`src/rtl/nes_bus_pkg.sv`:
```
// rtl/nes_bus_pkg.sv - shared CPU/PPU bus map constants and OAM DMA state encoding
package nes_bus_pkg;

  typedef enum logic [2:0] {
    IDLE,
    HALT,
    ALIGN,
    READ,
    WRITE
  } dma_state_t;

  localparam logic [15:0] DMA_REG_ADDR  = 16'h4014;
  localparam logic [15:0] OAM_DATA_ADDR = 16'h2004;
  localparam int          OAM_XFER_LEN  = 256;

endpackage

```
`src/rtl/oam_dma_ctrl_if.sv`:
```
// rtl/oam_dma_ctrl_if.sv - CPU-side and memory-side bus signals around the OAM DMA arbiter
interface oam_dma_ctrl_if;

  logic [15:0] cpu_addr;
  logic [7:0]  cpu_wdata;
  logic        cpu_ren;
  logic        cpu_wen;
  logic        cpu_rdy;
  logic [15:0] bus_addr;
  logic [7:0]  bus_wdata;
  logic        bus_ren;
  logic        bus_wen;
  logic [7:0]  bus_rdata;
  logic        dma_active;

  // master: the arbiter itself, owning the memory bus and the CPU ready line
  modport master (
    input  cpu_addr, cpu_wdata, cpu_ren, cpu_wen, bus_rdata,
    output cpu_rdy, bus_addr, bus_wdata, bus_ren, bus_wen, dma_active
  );

  modport slave (
    output cpu_addr, cpu_wdata, cpu_ren, cpu_wen, bus_rdata,
    input  cpu_rdy, bus_addr, bus_wdata, bus_ren, bus_wen, dma_active
  );

endinterface

```
`src/rtl/oam_dma_ctrl.sv`:
```
// rtl/oam_dma_ctrl.sv - sprite DMA engine: halts the CPU and copies one page to the OAM data port
module oam_dma_ctrl
  import nes_bus_pkg::*;
#(
  parameter logic [15:0] DMA_REG_ADDR  = nes_bus_pkg::DMA_REG_ADDR,
  parameter logic [15:0] OAM_DATA_ADDR = nes_bus_pkg::OAM_DATA_ADDR,
  parameter int          XFER_LEN      = nes_bus_pkg::OAM_XFER_LEN
) (
  input  logic                  clk,
  input  logic                  b_rst,
  oam_dma_ctrl_if.master        bus_if
);

  localparam int               IDX_W    = $clog2(XFER_LEN);
  localparam logic [IDX_W-1:0] IDX_LAST = IDX_W'(XFER_LEN - 1);

  dma_state_t        state_q, state_d;
  logic [7:0]        page_q, page_d;
  logic [IDX_W-1:0]  idx_q, idx_d;
  logic [7:0]        dbuf_q, dbuf_d;
  logic              cyc_odd_q, cyc_odd_d;

  logic              dma_active;
  logic [15:0]       dma_addr;
  logic [7:0]        dma_wdata;
  logic              dma_ren;
  logic              dma_wen;
  logic [15:0]       src_addr;

  always_ff @(posedge clk or negedge b_rst) begin
    if (!b_rst) begin
      state_q   <= IDLE;
      page_q    <= '0;
      idx_q     <= '0;
      dbuf_q    <= '0;
      cyc_odd_q <= 1'b0;
    end else begin
      state_q   <= state_d;
      page_q    <= page_d;
      idx_q     <= idx_d;
      dbuf_q    <= dbuf_d;
      cyc_odd_q <= cyc_odd_d;
    end
  end

  // Page and index join without carry, so the source never leaves the page.
  assign src_addr = {page_q, 8'h00} | 16'(idx_q);

  always_comb begin
    state_d   = state_q;
    page_d    = page_q;
    idx_d     = idx_q;
    dbuf_d    = dbuf_q;
    cyc_odd_d = ~cyc_odd_q;
    case (state_q)
      IDLE: begin
        if (bus_if.cpu_wen && (bus_if.cpu_addr == DMA_REG_ADDR)) begin
          page_d  = bus_if.cpu_wdata;
          idx_d   = '0;
          state_d = HALT;
        end
      end
      HALT: begin
        state_d = cyc_odd_q ? ALIGN : READ;
      end
      ALIGN: begin
        state_d = READ;
      end
      READ: begin
        dbuf_d  = bus_if.bus_rdata;
        state_d = WRITE;
      end
      WRITE: begin
        if (idx_q == IDX_LAST) begin
          idx_d   = '0;
          state_d = IDLE;
        end else begin
          idx_d   = idx_q + 1'b1;
          state_d = READ;
        end
      end
      default: begin
        state_d = IDLE;
      end
    endcase
  end

  // DMA-side bus drive; HALT and ALIGN are dead cycles that keep the CPU address.
  always_comb begin
    dma_addr  = bus_if.cpu_addr;
    dma_wdata = bus_if.cpu_wdata;
    dma_ren   = 1'b0;
    dma_wen   = 1'b0;
    case (state_q)
      READ: begin
        dma_addr = src_addr;
        dma_ren  = 1'b1;
      end
      WRITE: begin
        dma_addr  = OAM_DATA_ADDR;
        dma_wdata = dbuf_q;
        dma_wen   = 1'b1;
      end
      default: begin
        dma_addr = bus_if.cpu_addr;
      end
    endcase
  end

  assign dma_active = (state_q != IDLE);

  always_comb begin
    bus_if.dma_active = dma_active;
    bus_if.cpu_rdy    = ~dma_active;
    if (dma_active) begin
      bus_if.bus_addr  = dma_addr;
      bus_if.bus_wdata = dma_wdata;
      bus_if.bus_ren   = dma_ren;
      bus_if.bus_wen   = dma_wen;
    end else begin
      bus_if.bus_addr  = bus_if.cpu_addr;
      bus_if.bus_wdata = bus_if.cpu_wdata;
      bus_if.bus_ren   = bus_if.cpu_ren;
      bus_if.bus_wen   = bus_if.cpu_wen;
    end
  end

endmodule

```
`src/flat_wrapper.sv`:
```
// flat-port wrapper written by rule: the top's interface ports become plain ports
module oam_dma_ctrl_flat import nes_bus_pkg::*;
#(
  parameter logic [15:0] DMA_REG_ADDR  = nes_bus_pkg::DMA_REG_ADDR,
  parameter logic [15:0] OAM_DATA_ADDR = nes_bus_pkg::OAM_DATA_ADDR,
  parameter int          XFER_LEN      = nes_bus_pkg::OAM_XFER_LEN
)
  (clk, b_rst, bus_if_cpu_addr, bus_if_cpu_wdata, bus_if_cpu_ren, bus_if_cpu_wen, bus_if_bus_rdata, bus_if_cpu_rdy, bus_if_bus_addr, bus_if_bus_wdata, bus_if_bus_ren, bus_if_bus_wen, bus_if_dma_active);
  oam_dma_ctrl_if bus_if_i ();
  input  logic clk;
  input  logic b_rst;
  input wire logic [$bits(bus_if_i.cpu_addr)-1:0] bus_if_cpu_addr;
  input wire logic [$bits(bus_if_i.cpu_wdata)-1:0] bus_if_cpu_wdata;
  input wire logic [$bits(bus_if_i.cpu_ren)-1:0] bus_if_cpu_ren;
  input wire logic [$bits(bus_if_i.cpu_wen)-1:0] bus_if_cpu_wen;
  input wire logic [$bits(bus_if_i.bus_rdata)-1:0] bus_if_bus_rdata;
  output wire logic [$bits(bus_if_i.cpu_rdy)-1:0] bus_if_cpu_rdy;
  output wire logic [$bits(bus_if_i.bus_addr)-1:0] bus_if_bus_addr;
  output wire logic [$bits(bus_if_i.bus_wdata)-1:0] bus_if_bus_wdata;
  output wire logic [$bits(bus_if_i.bus_ren)-1:0] bus_if_bus_ren;
  output wire logic [$bits(bus_if_i.bus_wen)-1:0] bus_if_bus_wen;
  output wire logic [$bits(bus_if_i.dma_active)-1:0] bus_if_dma_active;
  assign bus_if_i.cpu_addr = bus_if_cpu_addr;
  assign bus_if_i.cpu_wdata = bus_if_cpu_wdata;
  assign bus_if_i.cpu_ren = bus_if_cpu_ren;
  assign bus_if_i.cpu_wen = bus_if_cpu_wen;
  assign bus_if_i.bus_rdata = bus_if_bus_rdata;
  assign bus_if_cpu_rdy = bus_if_i.cpu_rdy;
  assign bus_if_bus_addr = bus_if_i.bus_addr;
  assign bus_if_bus_wdata = bus_if_i.bus_wdata;
  assign bus_if_bus_ren = bus_if_i.bus_ren;
  assign bus_if_bus_wen = bus_if_i.bus_wen;
  assign bus_if_dma_active = bus_if_i.dma_active;
  oam_dma_ctrl #(.DMA_REG_ADDR(DMA_REG_ADDR), .OAM_DATA_ADDR(OAM_DATA_ADDR), .XFER_LEN(XFER_LEN)) u_core (.clk(clk), .b_rst(b_rst), .bus_if(bus_if_i));
endmodule
```
`config.mk`:
```
export PLATFORM = sky130hd
export DESIGN_NAME = oam_dma_ctrl_flat
export DESIGN_NICKNAME = d
export VERILOG_FILES = /design/src/rtl/nes_bus_pkg.sv /design/src/rtl/oam_dma_ctrl_if.sv /design/src/rtl/oam_dma_ctrl.sv /design/src/flat_wrapper.sv
export SDC_FILE = /design/constraint.sdc
export NUM_CORES = 1
export LEC_CHECK = 0
export BUFFER_PORTS_ARGS = -buffer_cell sky130_fd_sc_hd__clkbuf_2
export CORE_ASPECT_RATIO = 1.25
export CORE_MARGIN = 1.5
export CORE_UTILIZATION = 30
export CTS_BUF_LIST = sky130_fd_sc_hd__clkbuf_8
export DETAILED_ROUTE_END_ITERATION = 7
export PLACE_DENSITY = 0.63
export SETUP_SLACK_MARGIN = 0.2
export SYNTH_ARGS = -nofsm -noshare
export SYNTH_HDL_FRONTEND = slang
export SYNTH_SLANG_ARGS = --single-unit
```
`constraint.sdc`:
```
create_clock -name clk -period 3.11 [get_ports clk]
set_clock_uncertainty 0.1 [all_clocks]
set_input_delay 0.4665 -clock clk [delete_from_list [all_inputs] [get_ports clk]]
set_output_delay 0.4665 -clock clk [all_outputs]
set_load 0.02 [all_outputs]
```
==> results.toml, run 1 <==
[outcome]
status = "finished, final reports clean"

[drt]
dr.pass1.iters = 4
drc = 0
wl_um = 4327
vias = 1484
viasPerCell = 4.980
wl_per_cell_um = 14.52
postRouteAntennaNets = 0
drt_iter0_markers = 52

[floorplan]
die_w_um = 67.30
dieArea_um2 = 5610
core_um2 = 5044
initial_core_util_pct = 30.74
pin_count = 64
die_height_um = 83.37
fp-row-count = 29

[placed_design]
portBuffers = 63
dp.cells = 294
dpl.hpwl_um = 3202
place_congestion = 0.9100
dp_slack_ns = 0.2974

[layout]
fill_cells = 518
multi_input_area_um2 = 797.0
seq_area_um2 = 700.7
final_cells = 298
drive_gt1_share_pct = 34.75
syn_to_final_growth_pct = 27.20
fin_nets = 274
antenna_cells = 0

[timing]
setup_viol = 0
tightestPinTransition_ns = 0.7185
fin_crit_ns = 2.600
rsz0062_at_grt = "no"
tns_ns = 0
drv_slew = 0
fin_crit_sh_pct = 83.60
fmax_ghz = 0.3846
fin_ws_ns = 0.5101
max-slew-margin-rel_pct = 52.10
final-hold-violation-count = 0

[clock_network]
clock_latency_ns = 0.27
tritoncts = "built"
cts_made_buffers = 3
root_buffer = "clkbuf_8"
cts_max_path_buffers = 2
path_clk_slew_ns = 0.10
hold_buffers = 0
cts.sinks = 28
cts_max_level = 1

[power]
switching_share_pct = 47.30
p_seq_share_pct = 35.2
power_density_nw_per_um2 = 899.2
leakage_nw = 1.067
internal_power_mw = 0.9344
vdd_drop_max_mv = 0.3390
pwr-share-comb_pct = 52.0
power_frac_clock_pct = 12.8
switching_power_mw = 0.8387

[worst_setup_path]
cp.required_ns = 2.54
reg2reg_from = "u_core.state_q[1]"
r2r_end = "u_core.page_q[3]"
r2r_cells = 3
worstSetupPathType = "register to output pin"
cp_top_family = "buffers and inverters"
crit_chain = "nand2_1 -> or2_2 -> inv_1 -> buf_4 -> a22o_1 -> clkbuf_2"
crit_slowest_cell = "dfrtp_1"
rrSetupSlack_ns = 1.00
start_kind = "register"
critical-path-max-stage-delay_ns = 0.47
path_max_fanout = 23
crit_arrival_ns = 2.03
cp-end-kind = "output pin"
cp_num_buf_inv = 3

[global_route]
antenna_found_initial = 0
globalRouteTotalUtil_pct = 15.94
grt_max_degree = 29
grt_pass1_wl_um = 6872
grt_pass1_vias = 1386
grt_remaining_overflow = 0

[synth]
synth_common_cells = "59 x nand2_1, 28 x dfrtp_1, 14 x a22o_1, 9 x o21ai_0, 8 x mux2_2"
ys_seq_area_share_pct = 45.20
ys_warn_count = 0
syn_nets = 216
synth_area_leaders = "dfrtp_1 45%, nand2_1 14%, a22o_1 7.9%, mux2_2 5.8%, o21ai_0 2.9%"
syn-mean-instance-area_um2 = 8.661
synth_top_area_share_pct = 45.20
syn_area_um2 = 1550
synth_ff_type = "dfrtp_1"
synth_edf_count = 0
yosysUniqueCellTypes = 33
yosysTopAreaCell = "dfrtp_1"
syn_inst = 179
yosysMostFrequentCell = "nand2_1"
ys_async_sr_fraction_pct = 100.0
synth_seq_cells = 28

[job]
drv_cap = 0

[hold_path]
hold_path.class = "input port to asynchronous set/reset pin"
-- repair_timing --
item                       in CTS  in global routing
setup endpoints to repair      14                 14
resized for setup               1                  1
buffers inserted                0                  0
-- how the worst max path moves through the flow --
| stage | cells past startpoint | slack (ns) | endpoint | from |
|---|---|---|---|---|
| 2_1_floorplan | 7 | 1.01 | bus_if_bus_addr[0] | u_core.state_q[0] |
| 3_3_place_gp | 6 | 0.45 | bus_if_bus_addr[1] | u_core.state_q[0] |
| 3_5_place_dp | 6 | 0.30 | bus_if_bus_addr[1] | u_core.state_q[0] |
| 4_1_cts | 6 | 0.31 | bus_if_bus_addr[1] | u_core.state_q[0] |
| 5_1_grt | 6 | 0.34 | bus_if_bus_addr[1] | u_core.state_q[0] |
| 6_report | 6 | 0.51 | bus_if_bus_addr[1] | u_core.state_q[0] |
-- logic make-up (layout without fill, tap and decap cells) --
kind of cell / Yosys count / count (layout) / share of synthesized area (%)
xor+xnor: 2 / 2 / 1.130
mux: 9 / 9 / 6.457
buf+inv: 15 / 72 / 3.874
flops: 28 / 28 / 45.20
fa+ha+maj: 1 / 1 / 0.8070
compound gates: 35 / 35 / 16.30
simple gates: 89 / 89 / 26.23
-- state kept, by name, summed over array words and instances (netlist names) --
signal,flops
u_core.idx_q,8
u_core.page_q,8
u_core.dbuf_q,8
u_core.state_q,3
u_core.cyc_odd_q,1
-- per-stage QoR --
step | utilization (%) | hold slack, ns | power, mW | instance area, µm²
2_1_floorplan | - | 0.07091 | 1.258 | 1550
3_3_place_gp | 37.86 | 0.3249 | 1.531 | 1909
6_report | 39.10 | 0.1289 | 1.773 | 1972
3_5_place_dp | 37.86 | 0.3435 | 1.550 | 1909
4_1_cts | 39.00 | 0.1466 | 1.778 | 1967
5_1_grt | 39.10 | 0.1745 | 1.917 | 1972
-- power groups by stage --
stage | logic, mW | registers [mW] | clock network [mW]
finish | 0.922 | 0.624 | 0.227
detailed placement | 0.921 | 0.629 | 0
CTS | 0.926 | 0.622 | 0.229
floorplan | 0.699 | 0.558 | 0
global route | 1.02 | 0.643 | 0.251
global placement | 0.908 | 0.624 | 0
-- placed cells by master, fill, tap and decap left out, types with 4 or more instances in the layout --
cell type	synthesis	layout
mux2_2	8	8
nand2_1	59	59
nand3_1	4	4
clkbuf_2	0	63
nand4_1	4	4
o21ai_0	9	9
a22o_1	14	14
clkbuf_8	0	4
nor2_1	6	5
dfrtp_1	28	28
-- cell type report --
class | count | share of cell area, %
Timing Repair Buffer | 65 | 16.75
Multi-Input combinational cell | 136 | 40.42
Tap cell | 62 | 3.934
Clock buffer | 4 | 2.792
Sequential cell | 28 | 35.53
Inverter | 3 | 0.5711
-- layer usage --
metal	global-route usage (%)	routed length, µm
met4	3.896	53
met1	22.82	1989
met5	0	0
met2	24.93	2058
met3	2.575	226
No activity file was read; power rests on OpenSTA's default activity.
==> run 2: changes to the inputs <==
- PLACE_DENSITY: 0.63 -> 0.65
- clock period: 3.11 -> 2.3 ns (I/O delays scaled with it)
==> run 2 against run 1 <==
  * Die area is the same
  * Final cell count is 5.4% higher
  * Count of clock-buffer cells in the layout unchanged
  * Critical path depth unchanged
  * Sequential power increased by 33%
  * Highest routed layer unchanged
  * Combinational power up 85%
  * Largest power group unchanged
  * Total power up 60%
  * Critical path type unchanged
  * Largest cell class unchanged
==> results.toml, run 2 (synthesis gave the netlist of run 1 again) <==
[timing]
fmax_ghz = 0.4696
tightestPinTransition_ns = 0.6998
fin_crit_ns = 2.130
setup_viol = 0
fin_ws_ns = 0.1705
rsz0062_at_grt = "yes"
fin_crit_sh_pct = 92.59
final-hold-violation-count = 0
hold_ws_ns = 0.006601
max-slew-margin-rel_pct = 53.35
drv_slew = 0
tns_ns = 0

[global_route]
grt_pass1_vias = 1531
globalRouteTotalUtil_pct = 16.85
grt_max_degree = 29
grt_pass1_wl_um = 7320
antenna_found_initial = 0
grt_remaining_overflow = 0

[power]
power_density_nw_per_um2 = 1197
p_total_mw = 2.840
vdd_drop_max_mv = 0.4471
leakage_nw = 1.210

[layout]
utilization_pct = 47.04
syn_to_final_growth_pct = 53.03
reg_top3 = "u_core.dbuf_q: 8 flops, u_core.idx_q: 8 flops, u_core.page_q: 8 flops"
fill_cells = 487
drive_gt1_share_pct = 47.22
antenna_cells = 0
fin_nets = 290
seq_area_um2 = 700.7
multi_input_area_um2 = 888.4
final_cells = 314
final_common_cell = "nand2_1"
final_cell_mix = "42 x nand2_1, 41 x clkbuf_2, 28 x dfrtp_1, 14 x a22o_1, 14 x nand2_2"
final_design_area_no_fill_um2 = 2372

[floorplan]
pin_count = 64
core_um2 = 5044
fp-row-count = 29
die_w_um = 67.30
die_height_um = 83.37
dieArea_um2 = 5610
initial_core_util_pct = 30.74

[clock_network]
cts_max_level = 1
tritoncts = "built"
path_clk_slew_ns = 0.09
cts_max_path_buffers = 2
cts_made_buffers = 3
root_buffer = "clkbuf_8"
cts.sinks = 28
hold_buffers = 0
clock_latency_ns = 0.27

[worst_setup_path]
start_kind = "register"
cp_num_buf_inv = 3
path_max_fanout = 5
worstSetupPathType = "register to output pin"
cp_top_family = "simple AND/OR/NAND/NOR gates"
crit_slowest_cell = "or3b_4"
critical-path-max-stage-delay_ns = 0.45
crit_chain = "buf_6 -> or3b_4 -> buf_6 -> nand2_2 -> nand2_2 -> buf_8"
crit_arrival_ns = 1.68
cp-end-kind = "output pin"
cp.required_ns = 1.86

[drt]
wl_per_cell_um = 14.97
vias = 1558
postRouteAntennaNets = 0
wl_um = 4701
viasPerCell = 4.962
dr.pass1.iters = 4
drc = 0
drt_iter0_markers = 53

[placed_design]
place_congestion = 0.8382
dpl-instance-area_um2 = 1974
portBuffers = 63
dp.cells = 301
dp_slack_ns = 0.04635
dpl.hpwl_um = 3241

[hold_path]
hold_path.class = "input port to asynchronous set/reset pin"

[outcome]
status = "finished, final reports clean"

[job]
drv_cap = 0
## run 2: timing repair
action                     4_1_cts  5_1_grt
gates resized for setup         39       50
pin swaps                       11       11
cloned                           0        2
setup buffers                    5        2
setup endpoints to repair       26       26
## run 2: path summary, 6_finish.rpt
path | from | to | slack, ns | cells past startpoint
max | u_core.state_q[1] | bus_if_bus_wdata[4] | 0.17 | 6
min in group clk | bus_if_bus_rdata[1] | u_core.dbuf_q[1] | 0.16 | 3
min reg2reg | u_core.cyc_odd_q | u_core.cyc_odd_q | 0.34 | 1
min | b_rst | u_core.idx_q[1] | 0.007 | 1
max reg2reg | u_core.state_q[1] | u_core.idx_q[5] | 0.27 | 8
max in group asynchronous | b_rst | u_core.idx_q[3] | 1.65 | 1
## run 2: metal layers
layer | wire [µm] | global-route usage, % | share of wire, %
met5 | 0 | 0 | 0
met4 | 38 | 4.453 | 0.81
met3 | 193 | 1.491 | 4.1
met2 | 2409 | 28.17 | 51
met1 | 2058 | 23.00 | 44
## run 2: layout make-up
class / instances / area share (%)
Multi-Input combinational cell: 137 / 37.45
Sequential cell: 28 / 29.54
Timing Repair Buffer: 80 / 26.74
Tap cell: 62 / 3.270
Clock buffer: 4 / 2.321
Inverter: 3 / 0.6857
## run 2: power breakdown
part           leakage (nW)  internal [mW]  total [mW]  switching, mW
clock network        0.0288          0.153       0.298          0.145
registers             0.349          0.655       0.828          0.172
logic                 0.831          0.781        1.71          0.933
total                  1.21           1.59        2.84           1.25
==> run 3: changes to the inputs <==
- ABC_AREA: unset -> 1
- PLACE_DENSITY: 0.65 -> 0.64
- TNS_END_PERCENT: unset -> 20
==> run 3 against run 2 <==
  * Synthesized cell count grew 41%
  * Critical path depth increased by 1
  * Largest power group unchanged
  * Sequential cell count unchanged
==> results.toml, run 3 <==
[outcome]
status = "finished, final reports clean"

[clock_network]
cts.sinks = 28
cts_max_level = 1
clock_latency_ns = 0.28
cts_made_buffers = 3
root_buffer = "clkbuf_8"
tritoncts = "built"
path_clk_slew_ns = 0.10
cts_max_path_buffers = 2

[worst_setup_path]
start_kind = "register"
path_max_fanout = 6
critical-path-max-stage-delay_ns = 0.41
worstSetupPathType = "register to output pin"
cp.required_ns = 1.86
crit_chain = "nand2_2 -> nor2_4 -> buf_6 -> clkinvlp_4 -> buf_6 -> o21ai_0 -> buf_2"
path_common_cell = "buf_6"
crit_arrival_ns = 1.62
crit_slowest_cell = "dfrtp_1"
cp_num_buf_inv = 4
cp-end-kind = "output pin"
cp_top_family = "buffers and inverters"

[synth]
ys_seq_area_share_pct = 40.61
syn_inst = 253
synth_common_cells = "88 x nand2_1, 44 x inv_1, 28 x dfrtp_1, 17 x nor2_1, 16 x o21ai_0"
syn_area_um2 = 1725
syn_nets = 290
synth_ff_type = "dfrtp_1"
ys_async_sr_fraction_pct = 100.0
ys_warn_count = 0
synth_seq_cells = 28
synth_top_area_share_pct = 40.61
synth_edf_count = 0
synth_area_leaders = "dfrtp_1 41%, nand2_1 19%, inv_1 9.6%, o21ai_0 4.6%, nand3_1 4.1%"
yosysTopAreaCell = "dfrtp_1"
syn-mean-instance-area_um2 = 6.820
yosysMostFrequentCell = "nand2_1"
yosysUniqueCellTypes = 24

[floorplan]
pin_count = 64
die_w_um = 70.83
initial_core_util_pct = 31.48
fp-row-count = 30
die_height_um = 87.79
dieArea_um2 = 6218
core_um2 = 5480

[drt]
drc = 0
wl_um = 4807
postRouteAntennaNets = 0
drt-met1-wl_um = 2171
wl_met3_um = 239
drt_iter0_markers = 119
viasPerCell = 4.619
vias = 1806
top_layer = "met4"
wl_met2_um = 2305
dr.pass1.iters = 4
wl_per_cell_um = 12.29

[placed_design]
dp.cells = 376
place_congestion = 0.8759
portBuffers = 63
dpl.hpwl_um = 3579
dpl-instance-area_um2 = 2106
dp_slack_ns = 0.3739

[layout]
final_cell_mix = "86 x nand2_1, 52 x clkbuf_2, 41 x inv_1, 27 x dfrtp_1"
final_cells = 391
fin_nets = 365
utilization_pct = 42.47
final_design_area_no_fill_um2 = 2327
reg_top3 = "u_core.dbuf_q: 8 flops, u_core.idx_q: 8 flops, u_core.page_q: 8 flops"
drive_gt1_share_pct = 29.97
seq_area_um2 = 701.9
multi_input_area_um2 = 824.5
syn_to_final_growth_pct = 34.88
antenna_cells = 0
fill_cells = 569
final_common_cell = "nand2_1"

[timing]
rsz0062_at_grt = "yes"
final-hold-violation-count = 0
fin_crit_sh_pct = 89.80
tns_ns = 0
fmax_ghz = 0.4842
drv_slew = 0
max-slew-margin-rel_pct = 52.36
fin_crit_ns = 2.065
tightestPinTransition_ns = 0.7146
fin_ws_ns = 0.2347
setup_viol = 0

[global_route]
antenna_found_initial = 0
grt_pass1_wl_um = 7728
grt_pass1_vias = 1628
grt_remaining_overflow = 0
globalRouteTotalUtil_pct = 15.71
grt_max_degree = 29

[power]
leakage_nw = 1.335
power_density_nw_per_um2 = 1121
vdd_drop_max_mv = 0.5340

[job]
drv_cap = 0

[hold_path]
hold_path.class = "input port to asynchronous set/reset pin"
==> run 3: area by class of cell <==
type	count	share of cell area, %
Clock buffer	3	1.774
Clock inverter	1	1.290
Inverter	47	7.957
Multi-Input combinational cell	170	35.43
Sequential cell	28	30.16
Tap cell	64	3.441
Timing Repair Buffer	77	19.62
Timing Repair inverter	1	0.3226
==> run 3: cells by family after synthesis <==
group | synth area share (%)
compound gates | 9.427
xor+xnor | 1.015
fa+ha+maj | 0.7250
buf+inv | 12.84
flops | 40.61
simple gates | 35.39
==> run 3: worst paths after layout <==
check / start / depth (start not counted) / to / slack, ns
min: b_rst / 1 / u_core.page_q[1] / 0.004
max: u_core.state_q[0] / 7 / bus_if_bus_addr[0] / 0.23
min reg2reg: u_core.cyc_odd_q / 1 / u_core.cyc_odd_q / 0.32
max reg2reg: u_core.idx_q[1] / 8 / u_core.idx_q[3] / 0.71
max in group asynchronous: b_rst / 1 / u_core.state_q[2] / 1.60
min in group clk: bus_if_bus_rdata[1] / 3 / u_core.dbuf_q[1] / 0.16
==> run 3: per-stage QoR <==
stage | total power [mW] | hold WS, ns
after detailed placement | 1.923 | 0.3102
after global routing | 2.806 | 0.05275
after floorplan | 1.502 | -0.05059
final | 2.609 | 0.004468
after CTS | 2.444 | 0.03059
after global placement | 1.909 | 0.3059
==> run 3: worst reg2reg max path, cell delays in order (launching register included) <==
cell     delay (ns)
dfrtp_1        0.41
ha_1           0.21
nand3_1        0.12
nor2_1         0.16
nand2_1        0.17
nand2_1        0.14
nor2_1         0.05
nand2_1        0.06
nand2_1        0.05
==> run 3: layer usage <==
metal | vias to the layer above | GRT usage [%]
met5 | - | 0
met4 | 0 | 6.346
met3 | 6 | 1.496
met2 | 57 | 26.34
met1 | 812 | 20.90
li1 | 931 | -
==> run 3: power by group <==
| part | total (mW) | internal, mW | switching, mW |
|---|---|---|---|
| Clock | 0.394 | 0.233 | 0.161 |
| Combinational | 1.51 | 0.590 | 0.920 |
| Sequential | 0.705 | 0.611 | 0.0936 |
==> run 3: timing repair <==
action | 4_1_cts | 5_1_grt
setup endpoints to repair | 14 | 26
buffers inserted | 5 | 5
hold buffers | 0 | 0
cloned | 1 | 0
gates resized for setup | 7 | 32
pin swaps | 1 | 2
